<file path="src/rtl/bscan_dr_endpoint.sv">
// rtl/bscan_dr_endpoint.sv - BSCAN USER DR endpoint: tdi frame deserializer into a FIFO, result serializer on tdo
module bscan_dr_endpoint #(
  parameter int IN_WIDTH   = 8,
  parameter int OUT_WIDTH  = 16,
  parameter int FIFO_DEPTH = 4
) (
  input  logic                 tck,
  input  logic                 test_logic_reset,
  input  logic                 ir_is_user,
  input  logic                 capture_dr,
  input  logic                 shift_dr,
  input  logic                 update_dr,
  input  logic                 tdi,
  output logic                 tdo,
  input  logic [OUT_WIDTH-1:0] result,
  output logic [IN_WIDTH-1:0]  out_data,
  output logic                 out_valid,
  input  logic                 out_ready,
  output logic                 overflow
);

  localparam int CNT_W = $clog2(OUT_WIDTH + 2);
  localparam int PTR_W = $clog2(FIFO_DEPTH);
  localparam logic [CNT_W-1:0] CNT_FRAME = IN_WIDTH[CNT_W-1:0];
  localparam logic [CNT_W-1:0] CNT_SAT   = CNT_W'(OUT_WIDTH + 1);
  localparam logic [PTR_W:0]   FULL_CNT  = FIFO_DEPTH[PTR_W:0];

  logic [IN_WIDTH-1:0]  rx_shift;
  logic [OUT_WIDTH-1:0] tx_shift;
  logic [CNT_W-1:0]     bit_cnt;

  logic [IN_WIDTH-1:0]  mem [FIFO_DEPTH];
  logic [PTR_W-1:0]     wr_ptr;
  logic [PTR_W-1:0]     rd_ptr;
  logic [PTR_W:0]       count;

  logic full;
  logic pop;
  logic push_req;
  logic push_ok;

  assign tdo       = tx_shift[0];
  assign full      = (count == FULL_CNT);
  assign out_valid = (count != '0);
  assign pop       = out_valid & out_ready;
  // Only an exact IN_WIDTH-bit shift is an inbound frame; readbacks and partials are ignored.
  assign push_req  = ir_is_user & update_dr & (bit_cnt == CNT_FRAME);
  assign push_ok   = push_req & (~full | pop);
  assign out_data  = out_valid ? mem[rd_ptr] : '0;

  always_ff @(posedge tck) begin
    if (test_logic_reset) begin
      rx_shift <= '0;
      tx_shift <= '0;
      bit_cnt  <= '0;
    end else if (ir_is_user) begin
      if (capture_dr) begin
        tx_shift <= result;
        bit_cnt  <= '0;
      end else if (shift_dr) begin
        rx_shift <= {tdi, rx_shift[IN_WIDTH-1:1]};
        tx_shift <= {tdi, tx_shift[OUT_WIDTH-1:1]};
        // Saturate past OUT_WIDTH so a long shift never wraps back onto IN_WIDTH.
        if (bit_cnt != CNT_SAT) begin
          bit_cnt <= bit_cnt + 1'b1;
        end
      end
    end
  end

  always_ff @(posedge tck) begin
    if (!test_logic_reset && push_ok) begin
      mem[wr_ptr] <= rx_shift;
    end
  end

  always_ff @(posedge tck) begin
    if (test_logic_reset) begin
      wr_ptr   <= '0;
      rd_ptr   <= '0;
      count    <= '0;
      overflow <= 1'b0;
    end else begin
      if (push_ok) begin
        wr_ptr <= wr_ptr + 1'b1;
      end
      if (pop) begin
        rd_ptr <= rd_ptr + 1'b1;
      end
      case ({push_ok, pop})
        2'b10:   count <= count + 1'b1;
        2'b01:   count <= count - 1'b1;
        default: count <= count;
      endcase
      if (push_req && full && !pop) begin
        overflow <= 1'b1;
      end
    end
  end

endmodule

</file>
<file path="config.mk">
export PLATFORM = sky130hd
export DESIGN_NAME = bscan_dr_endpoint
export DESIGN_NICKNAME = d
export VERILOG_FILES = /design/src/rtl/bscan_dr_endpoint.sv
export SDC_FILE = /design/constraint.sdc
export NUM_CORES = 1
export LEC_CHECK = 0
export CORE_MARGIN = 2
export CORE_UTILIZATION = 55
export DETAILED_ROUTE_END_ITERATION = 16
export GPL_TIMING_DRIVEN = 1
export PLACE_DENSITY = 0.83
export REMOVE_ABC_BUFFERS = 1
export SYNTH_ARGS = -nofsm -noshare
export SYNTH_HDL_FRONTEND = slang
export SYNTH_SLANG_ARGS = --single-unit
</file>
<file path="constraint.sdc">
create_clock -name tck -period 3.2 [get_ports tck]
set_input_delay 0.64 -clock tck [delete_from_list [all_inputs] [get_ports tck]]
set_output_delay 0.64 -clock tck [all_outputs]
set_load 0.05 [all_outputs]
</file>
Yosys cells after proc, flatten, opt, wreduce, memory -nomap -nowiden

Memory sizes are Yosys's and may differ from the RTL's. A register that Yosys moved wholly into a read port is not among the register bits.
Index checks and enable logic that the tools add are counted.

Eq/ne operators: 5
Reductions and logical operators: 12
Bitwise operators: 7
Mux-type cells: 11
Add/sub/neg operators: 5

Operator list:

| cell                                                 | number |
|---|---|
| 2-to-1 mux 16 bit                                    | 2 |
| 2-to-1 mux 5 bit                                     | 3 |
| 2-to-1 mux 8 bit                                     | 1 |
| one-hot mux 3 bit (2 select lines)                   | 1 |
| AND reduction 3 bit                                  | 2 |
| nonzero test 2 bit                                   | 3 |
| adder 5 x 1 -> 5 bit (second input constant)         | 1 |
| equality test 5 x 4 -> 1 bit (second input constant) | 1 |
| != test 5 bit (second input constant)                | 1 |
| adder 2 x 1 -> 2 bit (second input constant)         | 2 |
| bitwise AND 1 bit                                    | 4 |
| 2-to-1 mux 2 bit                                     | 2 |
| adder 3 x 1 -> 3 bit (second input constant)         | 1 |
| equality test 3 bit (second input constant)          | 1 |
| logical AND 1 bit                                    | 3 |
| nonzero test 3 bit                                   | 1 |
| subtractor 3 x 1 -> 3 bit (second input constant)    | 1 |
| equality test 2 x 1 -> 1 bit (second input constant) | 1 |
| equality test 2 bit (second input constant)          | 1 |
| logical NOT 1 bit                                    | 2 |
| 2-to-1 mux 1 bit                                     | 2 |
| inverter 1 bit                                       | 2 |
| AND reduction 2 bit                                  | 1 |
| bitwise OR 1 bit                                     | 1 |

Memory bits (writable): 32
Memories: 1
Register bits after elaboration: 37
Output and inout bits: 11
Logic and storage cells: 48
Bits of input ports: 24

Memories:

| memory | words | width | read ports | clocked after memory_dff | write ports | line | text |
|---|---|---|---|---|---|---|---|
| mem    | 4     | 8     | 1          | 1                        | 1           | 32   | `logic [IN_WIDTH-1:0] mem [FIFO_DEPTH];` |

Logic depth before layout (Yosys ltp)

Gate-level depths: netlist (run 1).

Depth in word-level cells: 7
Depth in mapped cells: 10
Gate-level depth less buffers: 10

Least setup slack after synthesis (run 1)

Ideal clock, no wire load.

Path kind: input port to flip-flop
Start: in out_ready
End: reg count[2]
Buffers on the path: 1
Slack: 0.629 ns
Cell stages on the path: 7
Setup time: 0.074 ns
Arrival: 2.497 ns
Required time: 3.126 ns
Path through: clkbuf_1 -> nand2_1 -> or2_2 -> fa_1 -> or4_1 -> a21o_1 -> a31oi_1

Cells in the longest elaborated chain, start to end: 5
Elaborated cells between the ends (all ways): 7
Those cells by class: eq/ne: 2; mux: 1; bitwise: 3; reduce/logical: 1

RTL lines:

| element                                                                         | line | text |
|---|---|---|
| start: declaration                                                              | 18   | `input logic out_ready,` |
| bitwise AND 1 bit *                                                             | 45   | `assign pop = out_valid & out_ready;` |
| bitwise OR 1 bit                                                                | 48   | `assign push_ok = push_req & (~full \| pop);` |
| bitwise AND 1 bit                                                               | 48   |  |
| equality test 2 x 1 -> 1 bit / equality test 2 bit (equally long branches)      | 90   | `case ({push_ok, pop})` |
| one-hot mux 3 bit (2 select lines) / nonzero test 2 bit (equally long branches) | -    |  |
| end signal: assignment                                                          | 91   | `2'b10: count <= count + 1'b1;` |
| end signal: assignment                                                          | 92   | `2'b01: count <= count - 1'b1;` |
| end signal: assignment                                                          | 93   | `default: count <= count;` |
| end: declaration                                                                | 35   | `logic [PTR_W:0] count;` |

Every way passes the cells marked *; elsewhere a longest branch is shown, timed or not.
A chain may end at the register's enable or synchronous reset.

==> tab_implementation.tex, run 1 <==
\begin{tabular}{lr}
\hline
Metric & Value \\
\hline
\multicolumn{2}{l}{\textbf{Clock network}} \\
Clock tree from TritonCTS & yes \\
Gates resized, CTS repair & 0 \\
Reg clk slew, reported paths & 0.07 ns \\
Hold\_buf cts & 0 \\
Setup repair bufs after CTS & 0 \\
Number of levels in the clock H-tree & 3 \\
Number of sinks handled by clock tree synthesis & 71 \\
Clock latency on the worst-skew pair & 0.34 ns \\
Cell chosen for the clock root & sky130\_fd\_sc\_hd\_\_clkbuf\_8 \\
Clock buffers created by TritonCTS & 9 \\
Buffers from clock root to sink, at most & 2 \\
\multicolumn{2}{l}{\textbf{GRT}} \\
Maximum number of pins on one net before global-route repair & 38 \\
Total Routing Usage GR & 18.4\% \\
Antenna violations before repair & 0 \\
Vias in the first global route & 1876 \\
Aggregate global routing overflow & 0 \\
Global-route wire length before repair & 8.79 mm \\
\multicolumn{2}{l}{\textbf{Placed design}} \\
Area of placed instances & 0.00351 sq mm \\
HPWL Detailed & 3.51 mm \\
RePlAce Congestion & 0.821 \\
Number of buffers inserted by port buffering & 34 \\
Post-placement worst setup slack & 0.261 ns \\
\multicolumn{2}{l}{\textbf{Worst setup path}} \\
Classification of the worst setup path & reg -> out \\
Kind of end point of the critical path & output port \\
R2R cell count & 7 \\
Worst R2R Start & count[1] \\
R2r endpoint & count[2] \\
Crit path required time & 2.56 ns \\
Startpoint type of the worst setup path & flop \\
Arrival time of data at the critical path endpoint & 2.35 ns \\
End point of the critical path & out\_data[4] \\
Worst setup slack for register-to-register paths & 0.64 ns \\
Highest net fanout along the worst path & 5 \\
\multicolumn{2}{l}{\textbf{Synthesis}} \\
Number of flops mapped to enable cells by yosys & 32 \\
Largest area contributor in the synthesized netlist & sky130\_fd\_sc\_hd\_\_edfxtp\_1 \\
Predominant post-synthesis flop cell & sky130\_fd\_sc\_hd\_\_dfxtp\_1 \\
Register bit total from synthesis & 71 \\
Post-synthesis cell count & 250 \\
Count of synthesis-stage warnings from yosys & 0 \\
Cell types occupying the most area after synthesis & sky130\_fd\_sc\_hd\_\_edfxtp\_1, sky130\_fd\_sc\_hd\_\_dfxtp\_1, sky130\_fd\_sc\_hd\_\_mux2i\_1 \\
Most frequently used cell type in the post-synthesis netlist & sky130\_fd\_sc\_hd\_\_dfxtp\_1 \\
Share of the synthesized area in the top cell type & 31.0\% \\
Top cell types by occurrence after synthesis & sky130\_fd\_sc\_hd\_\_dfxtp\_1, sky130\_fd\_sc\_hd\_\_nor2\_1, sky130\_fd\_sc\_hd\_\_edfxtp\_1 \\
Number of unique standard cell types used by synthesis & 46 \\
Post-synthesis instance area & 0.00310 sq mm \\
Synth Area per Inst & 12.4 sq um \\
Proportion of synthesized chip area in sequential cells & 56.1\% \\
Proportion of register bits with asynchronous set or reset after synthesis & 0\% \\
\multicolumn{2}{l}{\textbf{Routing}} \\
Total detailed-routing wirelength & 5.29 mm \\
Number of iterations in the first detailed-routing pass & 5 \\
Post-route ant nets & 0 \\
Starting DRC count in detailed routing & 93 \\
Via Count & 2005 \\
Via count normalized by instance count & 5.52 \\
Average wire per standard cell & 14.6 microns \\
Count of unresolved DRC violations after routing & 0 \\
\multicolumn{2}{l}{\textbf{STA}} \\
Final-report max-slew violation count & 0 \\
Period utilisation layout & 93.5\% \\
Highest Clock Rate & 334 MHz \\
Final worst slack & 0.209 ns \\
Number of setup violations in the final report & 0 \\
Final Hold Fails & 0 \\
Layout Skew & 0.00484 ns \\
Relative max-transition margin & 62.2\% \\
Tightest Pin Transition & 0.561 ns \\
Fin Setup TNS & 0 ns \\
Shortest period the worst path allows & 2.99 ns \\
Setup repair after global routing missed its margin & no \\
\multicolumn{2}{l}{\textbf{Finish}} \\
Summed area of non-filler cells in the final layout & 0.00367 sq mm \\
Area taken by multi-input logic gates & 0.00127 sq mm \\
Final \#Nets & 318 \\
Filler cell count in the final layout & 440 \\
P\&R area growth vs syn & 18.2\% \\
Fraction of layout cells with a size suffix above 1 & 11.3\% \\
Final core area utilization & 67.0\% \\
Inserted Diodes & 0 \\
Sequential standard cell area & 0.00174 sq mm \\
\multicolumn{2}{l}{\textbf{Power and ir drop}} \\
Leakage power & 1.30 nW \\
Total Power & 1.67 mW \\
Worst voltage drop across the vdd grid & 0.312 mV \\
Power Density & 454 mW/mm\^{}2 \\
\multicolumn{2}{l}{\textbf{Die}} \\
Die Y-Extent & 79.1 microns \\
DIE AREA & 0.00626 sq mm \\
Core Area & 0.00547 sq mm \\
Io pins & 35 \\
Die width & 79.1 microns \\
Initial Util & 56.7\% \\
Cell Rows & 27 \\
\multicolumn{2}{l}{\textbf{Hold path}} \\
Hold Crit Start & tx\_shift[8] \\
Class of the worst hold path & reg -> reg \\
\multicolumn{2}{l}{\textbf{Job}} \\
Count of maximum capacitance violations & 0 \\
\multicolumn{2}{l}{\textbf{Status}} \\
Run status & complete, no violations \\
\hline
\end{tabular}
==> layer usage <==
layer	up-vias	routed length, microns	GRT usage, %
met4	0	78	8.45
met3	9	246	5.34
met5	-	0	0
met1	957	2500	24.1
met2	47	2460	28.4
li1	992	-	-
==> critical path: stages, from the launching register on <==
cell and delay, ns:
sky130_fd_sc_hd__dfxtp_1 0.46, sky130_fd_sc_hd__buf_4 0.22, sky130_fd_sc_hd__mux4_2 0.49, sky130_fd_sc_hd__and2_1 0.16, sky130_fd_sc_hd__clkdlybuf4s50_1 0.69
==> report_power, final <==
| group | internal, mW | switching, mW | leakage [nW] |
|---|---|---|---|
| registers | 0.957 | 0.0103 | 0.591 |
| logic | 0.0594 | 0.0564 | 0.626 |
| clock network | 0.274 | 0.309 | 0.0782 |
==> registers in the layout (all words and copies together) (netlist names), named ones only <==
register and count:
mem 32, wr_ptr 2, bit_cnt 5, tx_shift 16, count 3, rx_shift 8
rd_ptr 2, overflow 1
==> cells by family (layout without fill, tap and decap cells) <==
family / Yosys count / in the layout / synth area share [%]
multiplexers: 34 / 34 / 14.2
AO/OA/AOI/OAI: 33 / 33 / 7.82
flip-flops: 71 / 71 / 56.1
AND/OR/NAND/NOR: 76 / 76 / 13.5
adder cells (fa/ha/maj): 8 / 8 / 3.47
buffers and inverters: 21 / 62 / 2.86
XOR/XNOR: 7 / 7 / 1.98
==> area by class of cell <==
cell class | instances | share of cell area, %
sequential | 71 | 47.5
timing repair buffer | 40 | 10.5
tap | 72 | 2.46
inverter | 6 | 0.614
clock inverter | 5 | 0.682
multi-input combinational | 158 | 34.7
clock buffer | 11 | 3.58
==> metrics by stage <==
stage / cells / hold WS [ns]
floorplan: 235 / 0.460
global placement: 347 / 0.485
detailed placement: 347 / 0.494
CTS: 363 / 0.503
global route: 363 / 0.519
finish: 363 / 0.503
==> placed cells by master (no fill, tap or decap), types with 2 or more instances in the layout <==
master,Yosys,layout
sky130_fd_sc_hd__buf_4,1,6
sky130_fd_sc_hd__ha_1,7,7
sky130_fd_sc_hd__clkbuf_1,9,2
sky130_fd_sc_hd__mux2i_1,26,26
sky130_fd_sc_hd__clkinv_2,0,2
sky130_fd_sc_hd__a211oi_1,16,16
sky130_fd_sc_hd__nand4_1,3,3
sky130_fd_sc_hd__inv_1,6,6
sky130_fd_sc_hd__a21oi_1,3,3
sky130_fd_sc_hd__mux4_2,8,8
sky130_fd_sc_hd__dfxtp_1,39,39
sky130_fd_sc_hd__nor3_1,2,2
sky130_fd_sc_hd__or3_1,2,2
sky130_fd_sc_hd__nor2_1,37,37
sky130_fd_sc_hd__xor2_1,6,6
sky130_fd_sc_hd__a21o_1,2,2
sky130_fd_sc_hd__clkbuf_8,0,9
sky130_fd_sc_hd__clkinv_1,0,2
sky130_fd_sc_hd__and2_1,13,13
sky130_fd_sc_hd__nand3b_1,2,2
sky130_fd_sc_hd__clkdlybuf4s50_1,0,34
sky130_fd_sc_hd__nand3_1,2,2
sky130_fd_sc_hd__edfxtp_1,32,32
sky130_fd_sc_hd__nand2_1,3,3
sky130_fd_sc_hd__o211ai_1,2,2
==> how the worst min path moves through the flow <==
stage / to / slack, ns / cells past startpoint
after CTS: tx_shift[8] / 0.50 / 2
after floorplan: mem[0][0] / 0.46 / 0
final: tx_shift[8] / 0.50 / 2
after detailed placement: tx_shift[15] / 0.49 / 2
after global routing: tx_shift[7] / 0.52 / 2
after global placement: tx_shift[3] / 0.48 / 2
(Power assumes the default switching activity.)
==> run 2, diff against run 1 <==
--- a/config.mk
+++ b/config.mk
@@ -9,7 +9,7 @@
 export CORE_UTILIZATION = 55
 export DETAILED_ROUTE_END_ITERATION = 16
 export GPL_TIMING_DRIVEN = 1
-export PLACE_DENSITY = 0.83
+export PLACE_DENSITY = 0.82
 export REMOVE_ABC_BUFFERS = 1
 export SYNTH_ARGS = -nofsm -noshare
 export SYNTH_HDL_FRONTEND = slang
==> run 2 against run 1 <==
Net effect: non-clock buffer count unchanged; cell count unchanged; total power increased by 10%; fmax increased by 4.6%; worst hold slack got worse by 0.0013 ns; combinational power about the same; critical endpoint is now out_data[6]; clock skew increased by 0.0045 ns; critical path type unchanged; count of clock-buffer cells in the layout decreased by 1; routed wire length decreased by 2.2%.
==> tab_implementation.tex, run 2 (synthesized netlist as in run 1, its figures left out) <==
\begin{tabular}{lr}
\hline
Metric & Value \\
\hline
\multicolumn{2}{l}{\textbf{STA}} \\
Highest Clock Rate & 350 MHz (+4.6\%) \\
Setup repair after global routing missed its margin & no \\
Final Hold Fails & 0 (unchanged) \\
Number of setup violations in the final report & 0 (unchanged) \\
WHS & 0.502 ns (-0.00134 ns) \\
Relative max-transition margin & 62.1\% (-0.079 points) \\
Shortest period the worst path allows & 2.86 ns (-0.132 ns) \\
Fin Setup TNS & 0 ns (unchanged) \\
Layout Skew & 0.00938 ns (+0.00454 ns) \\
Tightest Pin Transition & 0.566 ns (+0.00465 ns) \\
Period utilisation layout & 89.3\% (-4.1 points) \\
Final-report max-slew violation count & 0 (unchanged) \\
\multicolumn{2}{l}{\textbf{Die}} \\
DIE AREA & 0.00626 sq mm (unchanged) \\
Io pins & 35 (unchanged) \\
Cell Rows & 27 (unchanged) \\
Initial Util & 56.7\% (unchanged) \\
Die width & 79.1 microns (unchanged) \\
Core Area & 0.00547 sq mm (unchanged) \\
Die Y-Extent & 79.1 microns (unchanged) \\
\multicolumn{2}{l}{\textbf{Worst setup path}} \\
Startpoint type of the worst setup path & flop \\
Classification of the worst setup path & reg -> out \\
Crit path required time & 2.56 ns (about the same) \\
R2R cell count & 9 (+2) \\
Kind of end point of the critical path & output port \\
Arrival time of data at the critical path endpoint & 2.22 ns (-0.13 ns) \\
Highest net fanout along the worst path & 8 (+3) \\
\multicolumn{2}{l}{\textbf{Clock network}} \\
Clock tree from TritonCTS & yes \\
Hold\_buf cts & 0 (unchanged) \\
Number of levels in the clock H-tree & 3 (unchanged) \\
Setup repair bufs after CTS & 0 (unchanged) \\
Cell chosen for the clock root & sky130\_fd\_sc\_hd\_\_clkbuf\_8 \\
Clock buffers created by TritonCTS & 9 (unchanged) \\
Number of sinks handled by clock tree synthesis & 71 (unchanged) \\
Reg clk slew, reported paths & 0.07 ns (about the same) \\
Clock latency on the worst-skew pair & 0.34 ns (about the same) \\
Gates resized, CTS repair & 0 (unchanged) \\
Buffers from clock root to sink, at most & 2 (unchanged) \\
\multicolumn{2}{l}{\textbf{Finish}} \\
Final \#Nets & 318 (unchanged) \\
Summed area of non-filler cells in the final layout & 0.00372 sq mm (+1.5\%) \\
Most common library cell in the layout ignoring fill and taps & sky130\_fd\_sc\_hd\_\_dfxtp\_1 \\
Sequential standard cell area & 0.00174 sq mm (unchanged) \\
Max FFs per register & 32 (unchanged) \\
Filler cell count in the final layout & 422 (-4.1\%) \\
Area taken by multi-input logic gates & 0.00127 sq mm (unchanged) \\
Leading cell types in the layout, fill and taps excluded & sky130\_fd\_sc\_hd\_\_dfxtp\_1, sky130\_fd\_sc\_hd\_\_nor2\_1, sky130\_fd\_sc\_hd\_\_clkdlybuf4s50\_1, sky130\_fd\_sc\_hd\_\_edfxtp\_1, sky130\_fd\_sc\_hd\_\_mux2i\_1 \\
Fraction of layout cells with a size suffix above 1 & 11.7\% (+0.34 points) \\
Registers with the highest flip-flop counts & mem (32), tx\_shift (16), rx\_shift (8) \\
Register with the highest flop count & mem \\
Inserted Diodes & 0 (unchanged) \\
P\&R area growth vs syn & 20.0\% \\
\multicolumn{2}{l}{\textbf{Job}} \\
Count of maximum capacitance violations & 0 (unchanged) \\
\multicolumn{2}{l}{\textbf{Routing}} \\
Number of iterations in the first detailed-routing pass & 4 (-1) \\
Via Count & 1980 (-1.2\%) \\
Total detailed-routing wirelength & 5.17 mm (-2.2\%) \\
Count of unresolved DRC violations after routing & 0 (unchanged) \\
Post-route ant nets & 0 (unchanged) \\
Via count normalized by instance count & 5.45 (-1.2\%) \\
Average wire per standard cell & 14.2 microns (-2.2\%) \\
Starting DRC count in detailed routing & 90 (-3.2\%) \\
\multicolumn{2}{l}{\textbf{Placed design}} \\
HPWL Detailed & 3.53 mm (+0.59\%) \\
RePlAce Congestion & 0.817 (-0.54\%) \\
Area of placed instances & 0.00351 sq mm (unchanged) \\
Number of buffers inserted by port buffering & 34 (unchanged) \\
\multicolumn{2}{l}{\textbf{Power and ir drop}} \\
Switching portion of total power & 20.9\% (-1.7 points) \\
Internal power component & 1.45 mW (+13\%) \\
Leakage power & 1.32 nW (+2.1\%) \\
Power Density & 493 mW/mm\^{}2 (+8.6\%) \\
Worst voltage drop across the vdd grid & 0.327 mV (+4.7\%) \\
Switching power & 384 uW (+2.2\%) \\
Combinational share of power & 6.3\% (-0.7 points) \\
Clock power share & 41.1\% (+6.1 points) \\
Seq pwr share & 52.6\% (-5.5 points) \\
\multicolumn{2}{l}{\textbf{GRT}} \\
Total Routing Usage GR & 18.6\% (+0.19 points) \\
Maximum number of pins on one net before global-route repair & 38 (unchanged) \\
Met2 Usage GRT & 29.8\% (+1.4 points) \\
Aggregate global routing overflow & 0 (unchanged) \\
Global-route wire length before repair & 8.84 mm (+0.55\%) \\
Busiest grt layer & met2 \\
Met3 Usage GRT & 3.75\% (-1.6 points) \\
Global-route track usage on met1 & 23.6\% (-0.48 points) \\
Antenna violations before repair & 0 (unchanged) \\
Vias in the first global route & 1902 (+1.4\%) \\
\multicolumn{2}{l}{\textbf{Hold path}} \\
Class of the worst hold path & reg -> reg \\
Number of cells on the worst hold path & 2 (unchanged) \\
\multicolumn{2}{l}{\textbf{Status}} \\
Run status & complete, no violations \\
\hline
\end{tabular}
[run 2: cell types whose count changed in the layout (fill, tap and decap cells not counted), sizes merged]
| cell | before | now |
|---|---|---|
| bufinv | 0 | 2 |
| clkbuf | 11 | 10 |
| clkinvlp | 1 | 0 |
[run 2: power by group through the flow]
stage	registers, mW	logic, mW	clock network (mW)
global route	0.969	0.127	0.811
floorplan	0.988	0.0526	0
finish	0.967	0.115	0.755
detailed placement	0.987	0.115	0
global placement	0.986	0.113	0
CTS	0.967	0.116	0.776
[run 2: path summary, 6_finish.rpt]
check | from | to | slack, ns
setup / recovery | flop | out_data[6] | 0.34
hold / removal | tx_shift[11] | tx_shift[11] | 0.50
setup reg to reg | bit_cnt[0] | count[2] | 0.63
hold reg to reg | tx_shift[11] | tx_shift[11] | 0.50
[run 2: final cells by class]
cell class | count | share of cell area [%]
tap | 72 | 2.42
clock inverter | 6 | 2.28
timing repair buffer | 40 | 10.3
multi-input combinational | 158 | 34.2
inverter | 6 | 0.605
sequential | 71 | 46.8
clock buffer | 10 | 3.43
[run 2: worst max-delay path, cell delays in order, from the launching register on]
cell and delay [ns]:
sky130_fd_sc_hd__dfxtp_1 0.31, sky130_fd_sc_hd__buf_4 0.19, sky130_fd_sc_hd__mux4_2 0.52, sky130_fd_sc_hd__and2_1 0.17, sky130_fd_sc_hd__clkdlybuf4s50_1 0.69
[run 2: routing by layer]
metal / routed length [microns] / part of all wire, %
met1: 2330 / 45
met2: 2500 / 48
met3: 292 / 5.7
met4: 37 / 0.72
met5: 0 / 0
[run 2: stage by stage]
step / total power, mW / setup WS (ns) / util [%] / std cells
after floorplan: 1.04 / 0.588 / - / 235
after global placement: 1.10 / 0.279 / 64.2 / 347
after detailed placement: 1.10 / 0.225 / 64.2 / 347
after CTS: 1.86 / 0.292 / 68.1 / 363
after global routing: 1.91 / 0.241 / 68.1 / 363
final: 1.84 / 0.341 / 68.1 / 363
==> run 3, diff against run 2 <==
--- a/config.mk
+++ b/config.mk
@@ -6,10 +6,10 @@
 export NUM_CORES = 1
 export LEC_CHECK = 0
 export CORE_MARGIN = 2
-export CORE_UTILIZATION = 55
+export CORE_UTILIZATION = 50
 export DETAILED_ROUTE_END_ITERATION = 16
 export GPL_TIMING_DRIVEN = 1
-export PLACE_DENSITY = 0.82
+export PLACE_DENSITY = 0.79
 export REMOVE_ABC_BUFFERS = 1
 export SYNTH_ARGS = -nofsm -noshare
 export SYNTH_HDL_FRONTEND = slang
==> constraint.sdc (replaced) <==
create_clock -name tck -period 2.5 [get_ports tck]
set_input_delay 0.5 -clock tck [delete_from_list [all_inputs] [get_ports tck]]
set_output_delay 0.5 -clock tck [all_outputs]
set_load 0.05 [all_outputs]
==> run 3 against run 2 <==
Net effect: die area grew 9.5%; worst hold slack got worse by 0.011 ns; non-clock buffer count is 14 higher; count of clock-buffer cells in the layout decreased by 1; cell count is 4.7% higher; critical path type is now in -> reg; largest power group unchanged; highest routed layer unchanged.
==> tab_implementation.tex, run 3 (synthesized netlist as in run 1, its figures left out) <==
\begin{tabular}{lr}
\hline
Metric & Value \\
\hline
\multicolumn{2}{l}{\textbf{Routing}} \\
Number of iterations in the first detailed-routing pass & 4 (unchanged) \\
Via Count & 2033 (+2.7\%) \\
Count of unresolved DRC violations after routing & 0 (unchanged) \\
Post-route ant nets & 0 (unchanged) \\
Via count normalized by instance count & 5.35 (-1.9\%) \\
Average wire per standard cell & 14.5 microns (+1.7\%) \\
Starting DRC count in detailed routing & 124 (+38\%) \\
Total detailed-routing wirelength & 5.50 mm (+6.5\%) \\
\multicolumn{2}{l}{\textbf{Clock network}} \\
Clock buffers created by TritonCTS & 9 (unchanged) \\
Buffers from clock root to sink, at most & 2 (unchanged) \\
Reg clk slew, reported paths & 0.08 ns (about the same) \\
Number of sinks handled by clock tree synthesis & 71 (unchanged) \\
Number of levels in the clock H-tree & 3 (unchanged) \\
Cell chosen for the clock root & sky130\_fd\_sc\_hd\_\_clkbuf\_8 \\
Clock tree from TritonCTS & yes \\
Clock latency on the worst-skew pair & 0.34 ns (about the same) \\
\multicolumn{2}{l}{\textbf{Worst setup path}} \\
Worst setup slack for register-to-register paths & 0.15 ns (-0.48 ns) \\
First element of the critical path & update\_dr \\
Crit path cell chain & clkdlybuf4s50\_1, nand4bb\_4, nor2\_2, or2\_2, fa\_1, or4\_1, a21o\_1, a31oi\_1 \\
Kind of end point of the critical path & flop \\
End point of the critical path & count[2] \\
Arrival time of data at the critical path endpoint & 2.63 ns (+0.41 ns) \\
Crit path required time & 2.77 ns (+0.21 ns) \\
Levels on crit path & 8 (+4) \\
Critical Path Slowest Stage Cell & sky130\_fd\_sc\_hd\_\_or4\_1 \\
Classification of the worst setup path & in -> reg \\
Startpoint type of the worst setup path & primary input \\
R2R cell count & 9 (unchanged) \\
Highest net fanout along the worst path & 2 (-6) \\
Buffer and inverter count on the worst path & 1 (-1) \\
R2r endpoint & count[2] \\
Largest stage delay, worst path & 0.54 ns (-0.15 ns) \\
Worst R2R Start & bit\_cnt[1] \\
Category of cells accounting for the largest share of critical-path delay & simple AND/OR/NAND/NOR gates \\
\multicolumn{2}{l}{\textbf{Finish}} \\
Max FFs per register & 32 (unchanged) \\
Final core area utilization & 63.9\% (-4.1 points) \\
Summed area of non-filler cells in the final layout & 0.00381 sq mm (+2.3\%) \\
Filler cell count in the final layout & 489 (+16\%) \\
Leading cell types in the layout, fill and taps excluded & sky130\_fd\_sc\_hd\_\_dfxtp\_1, sky130\_fd\_sc\_hd\_\_nor2\_1, sky130\_fd\_sc\_hd\_\_edfxtp\_1, sky130\_fd\_sc\_hd\_\_buf\_4, sky130\_fd\_sc\_hd\_\_mux2i\_1 \\
Fraction of layout cells with a size suffix above 1 & 19.7\% (+8.0 points) \\
Final \#Nets & 332 (+4.4\%) \\
Register with the highest flop count & mem \\
Most common library cell in the layout ignoring fill and taps & sky130\_fd\_sc\_hd\_\_dfxtp\_1 \\
Registers with the highest flip-flop counts & mem (32), tx\_shift (16), rx\_shift (8) \\
Inserted Diodes & 0 (unchanged) \\
P\&R area growth vs syn & 22.7\% \\
\multicolumn{2}{l}{\textbf{Die}} \\
DIE AREA & 0.00685 sq mm (+9.5\%) \\
Io pins & 35 (unchanged) \\
Die width & 82.8 microns (+4.6\%) \\
Initial Util & 52.1\% (-4.6 points) \\
Cell Rows & 28 (+3.7\%) \\
Die Y-Extent & 82.8 microns (+4.6\%) \\
Core Area & 0.00596 sq mm (+8.8\%) \\
\multicolumn{2}{l}{\textbf{Hold path}} \\
Number of cells on the worst hold path & 2 (unchanged) \\
Class of the worst hold path & reg -> reg \\
Hold Crit Start & overflow \\
\multicolumn{2}{l}{\textbf{STA}} \\
Tightest Pin Transition & 0.589 ns (+0.0232 ns) \\
Final-report max-slew violation count & 0 (unchanged) \\
Number of setup violations in the final report & 0 (unchanged) \\
Layout Skew & 0.00704 ns (-0.00234 ns) \\
Setup repair after global routing missed its margin & no \\
WHS & 0.490 ns (-0.0114 ns) \\
Highest Clock Rate & 425 MHz \\
Final Hold Fails & 0 (unchanged) \\
Shortest period the worst path allows & 2.35 ns \\
Relative max-transition margin & 60.6\% (-1.6 points) \\
Period utilisation layout & 94.2\% \\
\multicolumn{2}{l}{\textbf{Power and ir drop}} \\
Combinational share of power & 6.7\% (+0.4 points) \\
Leakage power & 1.42 nW (+7.1\%) \\
Clock power share & 39.3\% (-1.8 points) \\
Power Density & 602 mW/mm\^{}2 (+22\%) \\
Switching power & 525 uW (+37\%) \\
Seq pwr share & 54.0\% (+1.4 points) \\
Worst voltage drop across the vdd grid & 0.461 mV (+41\%) \\
Switching portion of total power & 22.9\% (+2.0 points) \\
Internal power component & 1.77 mW (+22\%) \\
Total Power & 2.29 mW (+25\%) \\
\multicolumn{2}{l}{\textbf{Placed design}} \\
Area of placed instances & 0.00361 sq mm (+2.9\%) \\
Number of buffers inserted by port buffering & 34 (unchanged) \\
HPWL Detailed & 3.82 mm (+8.1\%) \\
RePlAce Congestion & 0.835 (+2.2\%) \\
\multicolumn{2}{l}{\textbf{GRT}} \\
Global-route wire length before repair & 9.07 mm (+2.7\%) \\
Antenna violations before repair & 0 (unchanged) \\
Vias in the first global route & 1969 (+3.5\%) \\
Maximum number of pins on one net before global-route repair & 38 (unchanged) \\
Aggregate global routing overflow & 0 (unchanged) \\
Total Routing Usage GR & 18.1\% (-0.49 points) \\
\multicolumn{2}{l}{\textbf{Job}} \\
Count of maximum capacitance violations & 0 (unchanged) \\
\multicolumn{2}{l}{\textbf{Status}} \\
Run status & complete, no violations \\
\hline
\end{tabular}
==> run 3: cell types whose count changed in the layout (fill, tap and decap cells not counted) <==
cell / delta
sky130_fd_sc_hd__dfxtp_1: -1
sky130_fd_sc_hd__clkinv_4: -1
sky130_fd_sc_hd__inv_6: +2
sky130_fd_sc_hd__bufinv_16: -1
sky130_fd_sc_hd__clkbuf_1: -1
sky130_fd_sc_hd__buf_12: +1
sky130_fd_sc_hd__clkdlybuf4s50_1: -9
sky130_fd_sc_hd__dlygate4sd2_1: +1
sky130_fd_sc_hd__buf_4: +21
sky130_fd_sc_hd__clkinv_2: +3
sky130_fd_sc_hd__dfxtp_2: +1
sky130_fd_sc_hd__clkinv_1: -2
==> run 3: worst min path at each step <==
stage	to	slack (ns)
2_1_floorplan	mem[0][0]	0.46
3_3_place_gp	overflow	0.47
3_5_place_dp	overflow	0.48
4_1_cts	overflow	0.50
5_1_grt	tx_shift[9]	0.52
6_report	overflow	0.49
==> run 3: area by class of cell <==
class                   instances  area, sq um  share of cell area (%)
repair buffers                 54          482                    12.6
flip-flops and latches         71         1740                    45.8
clock inverters                 7         71.3                    1.87
inverters                       6         22.5                   0.591
multi-input cells             158         1270                    33.4
well taps                      75         93.8                    2.46
clock buffers                   9          124                    3.25
==> run 3: worst register-to-register path, stage by stage, from the launching register on <==
cell and delay [ns]:
sky130_fd_sc_hd__dfxtp_2 0.36, sky130_fd_sc_hd__inv_1 0.06, sky130_fd_sc_hd__ha_1 0.23, sky130_fd_sc_hd__nand2_2 0.10, sky130_fd_sc_hd__nor2_2 0.04, sky130_fd_sc_hd__or2_2 0.30, sky130_fd_sc_hd__fa_1 0.38, sky130_fd_sc_hd__or4_1 0.54
sky130_fd_sc_hd__a21o_1 0.17, sky130_fd_sc_hd__a31oi_1 0.11
==> run 3: what timing repair did <==
action | 4_1_cts | 5_1_grt
buffers inserted | 0 | 0
pin swaps | 0 | 0
setup endpoints to repair | 1 | 1
resized for setup | 1 | 1
hold buffers | 0 | 0
==> run 3: power by group through the flow <==
stage / sequential (mW) / combinational, mW / clock, mW
2_1_floorplan: 1.26 / 0.0674 / 0
3_3_place_gp: 1.26 / 0.149 / 0
3_5_place_dp: 1.26 / 0.153 / 0
4_1_cts: 1.24 / 0.154 / 0.916
5_1_grt: 1.24 / 0.169 / 0.961
6_report: 1.24 / 0.153 / 0.902
==> run 3: through the flow <==
stage               TNS, ns  setup slack, ns  instances
floorplan            -0.112           -0.112        235
global placement     -0.162           -0.162        364
detailed placement   -0.255           -0.211        364
CTS                       0            0.104        380
global route              0           0.0243        380
finish                    0            0.145        380
==> run 3: per-layer routing <==
metal | GRT usage [%] | wire, microns
met1 | 21.7 | 2460
met2 | 31.7 | 2720
met3 | 3.57 | 216
met4 | 7.87 | 111
met5 | 0 | 0
